File: config.mk
export PLATFORM = sky130hd
export DESIGN_NAME = actuador_maquina_flat
export DESIGN_NICKNAME = d
export VERILOG_FILES = /design/src/rtl/actuador_maquina_if.sv /design/src/rtl/actuador_maquina.sv /design/src/flat_wrapper.sv
export SDC_FILE = /design/constraint.sdc
export NUM_CORES = 1
export LEC_CHECK = 0
export CAP_MARGIN = 40
export CORE_UTILIZATION = 45
export DETAILED_ROUTE_END_ITERATION = 12
export PLACE_DENSITY_LB_ADDON = 0.25
export SETUP_SLACK_MARGIN = 0.1
export SLEW_MARGIN = 10
export SYNTH_ARGS = -nofsm -noshare
export SYNTH_HDL_FRONTEND = slang
export SYNTH_SLANG_ARGS = --single-unit
export TNS_END_PERCENT = 5
File: constraint.sdc
create_clock -name clk -period 1.9 [get_ports clk]
set_input_delay 0.285 -clock clk [delete_from_list [all_inputs] [get_ports clk]]
set_output_delay 0.285 -clock clk [all_outputs]
set_load 0.02 [all_outputs]
File: src/rtl/actuador_maquina_if.sv
// Command/sensor and actuator bundle between the coffee-machine sequencer and
// the actuator controller actuador_maquina.
interface actuador_maquina_if;
    logic [2:0] cmd;
    logic       taza;
    logic       mol_cafe;
    logic       dos_te;
    logic       valv_agua;
    logic       dev_moneda;
    logic       busy;
    logic       done;
    logic       err;

    modport master (
        output cmd, taza,
        input  mol_cafe, dos_te, valv_agua, dev_moneda, busy, done, err
    );

    modport slave (
        input  cmd, taza,
        output mol_cafe, dos_te, valv_agua, dev_moneda, busy, done, err
    );
endinterface

File: src/rtl/actuador_maquina.sv
// Actuator sequencer for grinder, tea doser, hot-water valve and coin return.
// Optional macro ACTUADOR_CUP_SENSE_EN enables cup sensing (refusal and pause).
module actuador_maquina #(
    parameter int unsigned T_MOLER = 8,
    parameter int unsigned T_TE    = 4,
    parameter int unsigned T_AGUA  = 16,
    parameter int unsigned T_DEV   = 4
) (
    input  logic               clk,
    input  logic               rst,
    actuador_maquina_if.slave  bus
);
    localparam logic [2:0] S_IDLE     = 3'd0;
    localparam logic [2:0] S_MOLER    = 3'd1;
    localparam logic [2:0] S_DOSIS    = 3'd2;
    localparam logic [2:0] S_SERVIR   = 3'd3;
    localparam logic [2:0] S_PAUSA    = 3'd4;
    localparam logic [2:0] S_DEVOLVER = 3'd5;
    localparam logic [2:0] S_FIN      = 3'd6;

    localparam int unsigned T_MAX_A = (T_MOLER > T_TE)  ? T_MOLER : T_TE;
    localparam int unsigned T_MAX_B = (T_AGUA  > T_DEV) ? T_AGUA  : T_DEV;
    localparam int unsigned T_MAX   = (T_MAX_A > T_MAX_B) ? T_MAX_A : T_MAX_B;
    localparam int unsigned CW      = $clog2(T_MAX + 32'd1);

    localparam logic [CW-1:0] CNT_ZERO = CW'(1'b0);
    localparam logic [CW-1:0] CNT_ONE  = CW'(1'b1);
    localparam logic [CW-1:0] LD_MOLER = CW'(T_MOLER - 32'd1);
    localparam logic [CW-1:0] LD_TE    = CW'(T_TE    - 32'd1);
    localparam logic [CW-1:0] LD_AGUA  = CW'(T_AGUA  - 32'd1);
    localparam logic [CW-1:0] LD_DEV   = CW'(T_DEV   - 32'd1);

    logic [2:0]    state_q, state_d;
    logic [CW-1:0] cnt_q, cnt_d;
    logic          armed_q, armed_d;
    logic          err_q, err_d;
    logic          mol_cafe_q, mol_cafe_d;
    logic          dos_te_q, dos_te_d;
    logic          valv_agua_q, valv_agua_d;
    logic          dev_moneda_q, dev_moneda_d;
    logic          busy_q, busy_d;
    logic          done_q, done_d;
    logic          cup_ok_s;

`ifdef ACTUADOR_CUP_SENSE_EN
    assign cup_ok_s = bus.taza;
`else
    assign cup_ok_s = 1'b1;
`endif

    // Next-state, counter and armed-flag logic; cnt holds remaining cycles minus one.
    always_comb begin
        state_d = state_q;
        cnt_d   = cnt_q;
        armed_d = armed_q;
        err_d   = 1'b0;
        case (state_q)
            S_IDLE: begin
                cnt_d = CNT_ZERO;
                if (bus.cmd == 3'b000) begin
                    armed_d = 1'b1;
                end else if (armed_q) begin
                    if (((bus.cmd == 3'b001) || (bus.cmd == 3'b010)) && !cup_ok_s) begin
                        state_d = S_DEVOLVER;
                        cnt_d   = LD_DEV;
                        err_d   = 1'b1;
                    end else if (bus.cmd == 3'b001) begin
                        state_d = S_MOLER;
                        cnt_d   = LD_MOLER;
                    end else if (bus.cmd == 3'b010) begin
                        state_d = S_DOSIS;
                        cnt_d   = LD_TE;
                    end else begin
                        state_d = S_DEVOLVER;
                        cnt_d   = LD_DEV;
                    end
                end else begin
                    state_d = S_IDLE;
                end
            end
            S_MOLER, S_DOSIS: begin
                if (cnt_q == CNT_ZERO) begin
                    state_d = S_SERVIR;
                    cnt_d   = LD_AGUA;
                end else begin
                    cnt_d = cnt_q - CNT_ONE;
                end
            end
            S_SERVIR: begin
                // The cycle in which the cup is seen missing still had the valve open.
                if (cnt_q == CNT_ZERO) begin
                    state_d = S_FIN;
                    armed_d = 1'b0;
                end else if (!cup_ok_s) begin
                    state_d = S_PAUSA;
                    cnt_d   = cnt_q - CNT_ONE;
                end else begin
                    cnt_d = cnt_q - CNT_ONE;
                end
            end
            S_PAUSA: begin
                if (cup_ok_s) begin
                    state_d = S_SERVIR;
                end else begin
                    state_d = S_PAUSA;
                end
            end
            S_DEVOLVER: begin
                if (cnt_q == CNT_ZERO) begin
                    state_d = S_FIN;
                    armed_d = 1'b0;
                end else begin
                    cnt_d = cnt_q - CNT_ONE;
                end
            end
            S_FIN: begin
                state_d = S_IDLE;
                cnt_d   = CNT_ZERO;
            end
            default: begin
                state_d = S_IDLE;
                cnt_d   = CNT_ZERO;
                armed_d = 1'b0;
            end
        endcase
    end

    // Output decode from the next state so the registered outputs align with the state.
    always_comb begin
        mol_cafe_d   = (state_d == S_MOLER);
        dos_te_d     = (state_d == S_DOSIS);
        valv_agua_d  = (state_d == S_SERVIR);
        dev_moneda_d = (state_d == S_DEVOLVER);
        busy_d       = (state_d != S_IDLE);
        done_d       = (state_d == S_FIN);
    end

    // State, counter, flag and output registers with synchronous reset.
    always_ff @(posedge clk) begin
        if (rst) begin
            state_q      <= S_IDLE;
            cnt_q        <= CNT_ZERO;
            armed_q      <= 1'b0;
            err_q        <= 1'b0;
            mol_cafe_q   <= 1'b0;
            dos_te_q     <= 1'b0;
            valv_agua_q  <= 1'b0;
            dev_moneda_q <= 1'b0;
            busy_q       <= 1'b0;
            done_q       <= 1'b0;
        end else begin
            state_q      <= state_d;
            cnt_q        <= cnt_d;
            armed_q      <= armed_d;
            err_q        <= err_d;
            mol_cafe_q   <= mol_cafe_d;
            dos_te_q     <= dos_te_d;
            valv_agua_q  <= valv_agua_d;
            dev_moneda_q <= dev_moneda_d;
            busy_q       <= busy_d;
            done_q       <= done_d;
        end
    end

    assign bus.mol_cafe   = mol_cafe_q;
    assign bus.dos_te     = dos_te_q;
    assign bus.valv_agua  = valv_agua_q;
    assign bus.dev_moneda = dev_moneda_q;
    assign bus.busy       = busy_q;
    assign bus.done       = done_q;
`ifdef ACTUADOR_CUP_SENSE_EN
    assign bus.err        = err_q;
`else
    assign bus.err        = 1'b0;
`endif
endmodule

File: src/flat_wrapper.sv
// flat-port wrapper written by rule: the top's interface ports become plain ports
module actuador_maquina_flat 
#(
    parameter int unsigned T_MOLER = 8,
    parameter int unsigned T_TE    = 4,
    parameter int unsigned T_AGUA  = 16,
    parameter int unsigned T_DEV   = 4
)
  (clk, rst, bus_cmd, bus_taza, bus_mol_cafe, bus_dos_te, bus_valv_agua, bus_dev_moneda, bus_busy, bus_done, bus_err);
  actuador_maquina_if bus_i ();
  input  logic clk;
  input  logic rst;
  input wire logic [$bits(bus_i.cmd)-1:0] bus_cmd;
  input wire logic [$bits(bus_i.taza)-1:0] bus_taza;
  output wire logic [$bits(bus_i.mol_cafe)-1:0] bus_mol_cafe;
  output wire logic [$bits(bus_i.dos_te)-1:0] bus_dos_te;
  output wire logic [$bits(bus_i.valv_agua)-1:0] bus_valv_agua;
  output wire logic [$bits(bus_i.dev_moneda)-1:0] bus_dev_moneda;
  output wire logic [$bits(bus_i.busy)-1:0] bus_busy;
  output wire logic [$bits(bus_i.done)-1:0] bus_done;
  output wire logic [$bits(bus_i.err)-1:0] bus_err;
  assign bus_i.cmd = bus_cmd;
  assign bus_i.taza = bus_taza;
  assign bus_mol_cafe = bus_i.mol_cafe;
  assign bus_dos_te = bus_i.dos_te;
  assign bus_valv_agua = bus_i.valv_agua;
  assign bus_dev_moneda = bus_i.dev_moneda;
  assign bus_busy = bus_i.busy;
  assign bus_done = bus_i.done;
  assign bus_err = bus_i.err;
  actuador_maquina #(.T_MOLER(T_MOLER), .T_TE(T_TE), .T_AGUA(T_AGUA), .T_DEV(T_DEV)) u_core (.clk(clk), .rst(rst), .bus(bus_i));
endmodule
==> results of run 1 <==
[how the worst max path moves through the flow]
stage          slack [ns]                   to       startpoint  depth (start not counted)
2_1_floorplan        0.14      u_core.cnt_q[0]  u_core.cnt_q[0]                          7
3_3_place_gp         0.06      u_core.cnt_q[0]  u_core.cnt_q[0]                          7
3_5_place_dp         0.03      u_core.cnt_q[0]  u_core.cnt_q[0]                          7
4_1_cts              0.01      u_core.cnt_q[0]  u_core.cnt_q[0]                          7
5_1_grt             -0.05      u_core.cnt_q[0]  u_core.cnt_q[0]                          7
6_report             0.02  u_core.bus.mol_cafe  u_core.cnt_q[0]                          7
[layout by cell type, fill, tap and decap left out, drive strengths merged, types with 2 or more instances in the layout]
cell	instances
a21oi	6
a221oi	2
a22oi	2
buf	8
clkbuf	3
clkdlybuf4s50	10
dfxtp	15
inv	5
nand2	4
nand3	2
nor2	9
nor2b	7
nor3b	2
nor4b	3
o21ai	9
o22ai	2
o31a	2
or2b	2
or3	2
[power groups by stage]
stage	sequential [uW]	combinational (uW)	clock (uW)
finish	494	1080	183
global route	506	1170	195
CTS	487	969	185
detailed placement	496	960	0
global placement	492	956	0
floorplan	525	627	0
[through the flow]
step,setup TNS [ns],worst slack (ns),total power (uW)
2_1_floorplan,0,0.1351,1153
3_5_place_dp,0,0.03111,1456
4_1_cts,0,0.009763,1641
5_1_grt,-0.1876,-0.05489,1873
6_report,0,0.01921,1758
3_3_place_gp,0,0.06192,1448
[cells by family after synthesis]
| group | Yosys count | share of synthesized area |
|---|---|---|
| other cells | 1 | 0.004742 |
| compound gates | 29 | 0.2437 |
| buf+inv | 10 | 0.05222 |
| xor+xnor | 2 | 0.02216 |
| simple gates | 38 | 0.2816 |
| flops | 15 | 0.3797 |
| fa+ha+maj | 1 | 0.01582 |
[worst max-delay path, stage by stage (launching register included)]
cell and delay [ns]:
dfxtp_2 0.34, inv_2 0.09, ha_4 0.13, or4b_4 0.51, a22oi_2 0.20, o21ai_2 0.11, or3_4 0.35, nor2b_1 0.10
[routing by layer]
metal | share of wire | wire length, um
met5 | 0 | 0
met4 | 0.013 | 22
met3 | 0.042 | 73
met2 | 0.46 | 795
met1 | 0.49 | 854
[flip-flops by register name (all words and copies together), names as in the netlist]
register / count
u_core.bus.dos_te: 1
u_core.bus.dev_moneda: 1
u_core.armed_q: 1
u_core.bus.busy: 1
u_core.bus.done: 1
u_core.bus.mol_cafe: 1
u_core.bus.valv_agua: 1
u_core.state_q: 3
u_core.cnt_q: 5
[cell type report]
cell class	instances	area [sq um]
timing repair buffer	18	160.2
clock inverter	1	5.005
sequential	15	301.5
clock buffer	3	22.52
fill	132	541.8
inverter	5	18.77
multi-input combinational	71	506.7
tap	16	20.02
[timing repair]
action / 4_1_cts / 5_1_grt
setup buffers: 0 / 1
gates resized for setup: 0 / 9
setup endpoints to repair: 8 / 10
hold buffers: 0 / 0
pin swaps: 0 / 1
==> results.json, run 1 <==
{
  "status": "finished, final reports clean",
  "grt.overflow.total": 0,
  "p_sw_frac": 0.4174,
  "pin_count": 13,
  "postSynthNetCount": 103,
  "dpl-instance-area_sq_um": 958.4,
  "core_area_sq_um": 1577,
  "cts.sinks": 15,
  "pwr-share-comb": 0.615,
  "post-route-min-period_ns": 1.881,
  "cts-root-buf": "clkbuf_4",
  "synthTopCellsByCount": "15 x dfxtp_1, 9 x nor2_1, 7 x nor2b_1, 7 x o21ai_0, 6 x a21oi_1",
  "fmax_ghz": 0.5317,
  "seq_area_frac_synth": 0.3797,
  "dieArea_sq_um": 1929,
  "drv_cap": 0,
  "synth_edf_count": 0,
  "cts.path.max_buffers": 2,
  "min-delay-start": "u_core.cnt_q[0]",
  "ys_types": 38,
  "grt_first_pass_wirelength_mm": 2.691,
  "grt_max_degree": 11,
  "wl_per_cell_um": 13.53,
  "area_growth_pct": 30.85,
  "nNetsFinal": 121,
  "ir_worst_vdd_uv": 753.1,
  "die_x_um": 43.92,
  "synth-async-reset-ratio": 0,
  "rr_startpoint": "u_core.cnt_q[0]",
  "finalMaxSlewViolations": 0,
  "grt_use_met2": 0.2716,
  "final_cells": 129,
  "synthCells": 96,
  "ff2ff_setup_slack_ns": 0.02,
  "cts_made_buffers": 3,
  "power_density_nw_per_um2": 1699,
  "drt_iter0_drc": 44,
  "period_share": 0.9899,
  "dpl.hpwl_mm": 1.244,
  "hold_path_depth": 2,
  "post-synth-top-count-cell": "dfxtp_1",
  "vias": 752,
  "switchingPower_uw": 733.9,
  "finalHoldViolations": 0,
  "cts_tree": "built",
  "yosysTopAreaCell": "dfxtp_1",
  "postRouteWirelength_mm": 1.746,
  "num_rows": 14,
  "dp.cells": 124,
  "p_int_uw": 1025,
  "finalSetupViolCount": 0,
  "netlist_area_sq_um": 790.8,
  "leakage_uw": 0.0003880,
  "rsz0062_at_grt": "true",
  "rr_worst_depth": 7,
  "grtUsageMet3": 0.05000,
  "drtPass1Iterations": 4,
  "synth_ff_type": "dfxtp_1",
  "die-height_um": 43.92,
  "yosysWarnings": 0,
  "min_to": "u_core.cnt_q[0]",
  "antenna_left": 0,
  "grt_use_met1": 0.2751,
  "drive_above_1_share": 0.2655,
  "worstPathRequired_ns": 2.13,
  "crit_path_max_fanout": 6,
  "seq_power_share": 0.281,
  "vias_per_cell": 5.829,
  "post-route-drc-count": 0,
  "synthTopCellsByArea": "dfxtp_1 38%, nor2b_1 5.5%, o21ai_0 4.4%, nor2_1 4.3%, a21oi_1 3.8%",
  "gp_congestion": 0.8463,
  "holdCritPathClass": "flip-flop to flip-flop",
  "htree_levels": 1,
  "insertedDiodeCount": 0,
  "busiest_layer": "met1",
  "final_core_util": 0.6563,
  "start_util": 0.5016,
  "final_area_sq_um": 1035,
  "yosys_register_bits": 15,
  "grt_pass1_vias": 603,
  "holdWs_ns": 0.5225,
  "worstSetupPathType": "flip-flop to flip-flop",
  "crit_path_start_kind": "flip-flop",
  "clk_pin_slew_ns": 0.09,
  "synth.avg_cell_area_sq_um": 8.237,
  "cp-end-kind": "flip-flop",
  "grt_use_total": 0.1881,
  "numPortBuffers": 10,
  "clkPwrFrac": 0.104,
  "clk_latency_ns": 0.28,
  "regToRegEndpoint": "u_core.bus.mol_cafe",
  "antenna_found_initial": 0,
  "clock_skew_ns": 0.0006695,
  "worstPathArrival_ns": 2.11,
  "synth_top_area_frac": 0.3797
}
Power figures use the tool's default switching activity.
==> run 2: changes to the inputs <==
--- a/config.mk
+++ b/config.mk
@@ -5,12 +5,11 @@
 export SDC_FILE = /design/constraint.sdc
 export NUM_CORES = 1
 export LEC_CHECK = 0
-export CAP_MARGIN = 40
+export CAP_MARGIN = 20
 export CORE_UTILIZATION = 45
 export DETAILED_ROUTE_END_ITERATION = 12
 export PLACE_DENSITY_LB_ADDON = 0.25
 export SETUP_SLACK_MARGIN = 0.1
-export SLEW_MARGIN = 10
 export SYNTH_ARGS = -nofsm -noshare
 export SYNTH_HDL_FRONTEND = slang
 export SYNTH_SLANG_ARGS = --single-unit
==> results of run 2 <==
No change in the layout: final DEF, timing and power equal those of run 1.
==> run 3: changes to the inputs <==
--- a/config.mk
+++ b/config.mk
@@ -6,7 +6,8 @@
 export NUM_CORES = 1
 export LEC_CHECK = 0
 export CAP_MARGIN = 20
-export CORE_UTILIZATION = 45
+export CORE_UTILIZATION = 48
+export CTS_BUF_LIST = sky130_fd_sc_hd__clkbuf_8
 export DETAILED_ROUTE_END_ITERATION = 12
 export PLACE_DENSITY_LB_ADDON = 0.25
 export SETUP_SLACK_MARGIN = 0.1
==> run 3 against run 2 <==
Against the previous run:
- combinational power is essentially flat
- global-route usage grew 2.8 points
- worst hold slack gained 0.0087 ns
- first-iteration DRC count shrank 43%
- non-clock buffer count shrank 1
- wire length grew 3.6%
- critical path depth is the same
- sequential power grew 3%
- total power grew 3.4%
- critical endpoint is now u_core.cnt_q[0]
- largest cell class unchanged
- highest routed layer unchanged
==> results.json, run 3 (synthesis gave the netlist of run 1 again) <==
{
  "status": "finished, final reports clean",
  "path_delay_family": "simple AND/OR/NAND/NOR gates",
  "htree_levels": 1,
  "pwr-share-comb": 0.575,
  "final_cell_mix": "14 x dfxtp_1, 10 x clkdlybuf4s50_1, 9 x nor2_1",
  "pin_count": 13,
  "core_area_sq_um": 1524,
  "crit_slowest_cell": "or4b_4",
  "post-route-min-period_ns": 1.889,
  "holdCritPathClass": "flip-flop to flip-flop",
  "wl_per_cell_um": 14.13,
  "dp.cells": 124,
  "startpoint": "u_core.cnt_q[0]",
  "period_share": 0.9941,
  "drv_cap": 0,
  "largest_reg_flops": 5,
  "multi_input_area_sq_um": 501.7,
  "rr_worst_depth": 7,
  "critPathMaxStageDelay_ns": 0.51,
  "antenna_found_initial": 0,
  "cts_hold_buffers": 0,
  "leakage_uw": 0.0003948,
  "seqCellArea_sq_um": 301.5,
  "start_util": 0.5189,
  "clk_latency_ns": 0.25,
  "cts.sinks": 15,
  "cts_made_buffers": 3,
  "cts.path.max_buffers": 2,
  "cts_setup_buffers": 0,
  "clk_pin_slew_ns": 0.06,
  "p_int_uw": 1074,
  "cp-end-kind": "flip-flop",
  "layout_commonest_cell": "dfxtp_1",
  "power_density_nw_per_um2": 1747,
  "ir_worst_vdd_uv": 1054,
  "worst_slew_margin_rel": 0.6653,
  "numPortBuffers": 10,
  "path_depth": 7,
  "insertedDiodeCount": 0,
  "cp.buffers_inverters": 1,
  "postRouteWirelength_mm": 1.808,
  "post-route-drc-count": 0,
  "final_area_sq_um": 1041,
  "finalMaxSlewViolations": 0,
  "antenna_left": 0,
  "p_sw_frac": 0.4092,
  "hold_path_depth": 2,
  "min-delay-start": "u_core.cnt_q[0]",
  "drt_iter0_drc": 25,
  "cts-root-buf": "clkbuf_8",
  "worstPathRequired_ns": 2.06,
  "dieArea_sq_um": 1814,
  "fillers": 129,
  "rsz0062_at_grt": "true",
  "dpl.hpwl_mm": 1.287,
  "finalSetupViolCount": 0,
  "top_regs": "u_core.cnt_q: 5 flops, u_core.state_q: 3 flops",
  "crit_path_max_fanout": 6,
  "cts_tree": "built",
  "switchingPower_uw": 744.0,
  "grt_max_degree": 11,
  "grt_first_pass_wirelength_mm": 2.960,
  "area_growth_pct": 31.65,
  "tns_ns": 0,
  "die_x_um": 42.59,
  "nNetsFinal": 120,
  "regToRegEndpoint": "u_core.cnt_q[0]",
  "cp_cell_sequence": "inv_2, ha_4, or4b_4, or3_1, nand3_1, nand2_1, a221oi_2",
  "num_rows": 14,
  "drive_above_1_share": 0.2411,
  "crit_end": "u_core.cnt_q[0]",
  "vias_per_cell": 5.961,
  "rr_startpoint": "u_core.cnt_q[0]",
  "seq_power_share": 0.281,
  "grt.overflow.total": 0,
  "crit_path_start_kind": "flip-flop",
  "vias": 763,
  "fmax_ghz": 0.5294,
  "ff2ff_setup_slack_ns": 0.01,
  "clkPwrFrac": 0.144,
  "die-height_um": 42.59,
  "clock_skew_ns": 0.001052,
  "worstSetupPathType": "flip-flop to flip-flop",
  "gp_congestion": 0.8664,
  "tightestPinTransition_ns": 0.4950,
  "finalHoldViolations": 0,
  "grt_pass1_vias": 721,
  "drtPass1Iterations": 4,
  "dpl-instance-area_sq_um": 958.4,
  "worstPathArrival_ns": 2.05,
  "regMostFlops": "u_core.cnt_q",
  "grt_use_total": 0.2164,
  "final_cells": 128
}
run 3: worst min-delay path by stage:
stage,end
finish,u_core.cnt_q[0]
global route,u_core.cnt_q[0]
CTS,u_core.cnt_q[4]
detailed placement,u_core.cnt_q[4]
global placement,u_core.cnt_q[4]
floorplan,u_core.state_q[2]
run 3: worst register-to-register path: stages (launching register included):
cell and delay [ns]:
dfxtp_2 0.33, inv_2 0.09, ha_4 0.13, or4b_4 0.51
or3_1 0.35, nand3_1 0.09, nand2_1 0.06, a221oi_2 0.23
run 3: per-stage QoR:
stage	total power, uW	hold WS (ns)	util	setup slack, ns
2_1_floorplan	1153	0.3713	-	0.1351
3_3_place_gp	1443	0.5042	0.6289	0.04515
3_5_place_dp	1458	0.5101	0.6289	0.004583
6_report	1818	0.5312	0.6831	0.01118
4_1_cts	1739	0.5194	0.6634	0.02668
5_1_grt	1944	0.5301	0.6831	-0.03289
run 3: layout make-up:
class | instances | area share
Clock buffer | 3 | 0.03966
Clock inverter | 1 | 0.004808
Inverter | 5 | 0.01803
Multi-Input combinational cell | 71 | 0.4820
Sequential cell | 15 | 0.2897
Tap cell | 16 | 0.01923
Timing Repair Buffer | 17 | 0.1466
run 3: power by group through the flow:
stage	sequential (uW)	clock (uW)	combinational, uW
after global placement	501	0	942
after floorplan	525	0	627
after global routing	522	273	1150
final	510	262	1050
after detailed placement	507	0	952
after CTS	500	260	979
run 3: repair_timing:
item,CTS,global route
gates resized for setup,1,6
pin swaps,0,2
cloned,0,0
endpoints found under the setup margin,5,9
run 3: per-layer routing:
metal | global-route usage | share of wire
met2 | 0.3662 | 0.49
met3 | 0.05172 | 0.046
met5 | 0 | 0
met1 | 0.2606 | 0.45
met4 | 0.08750 | 0.013
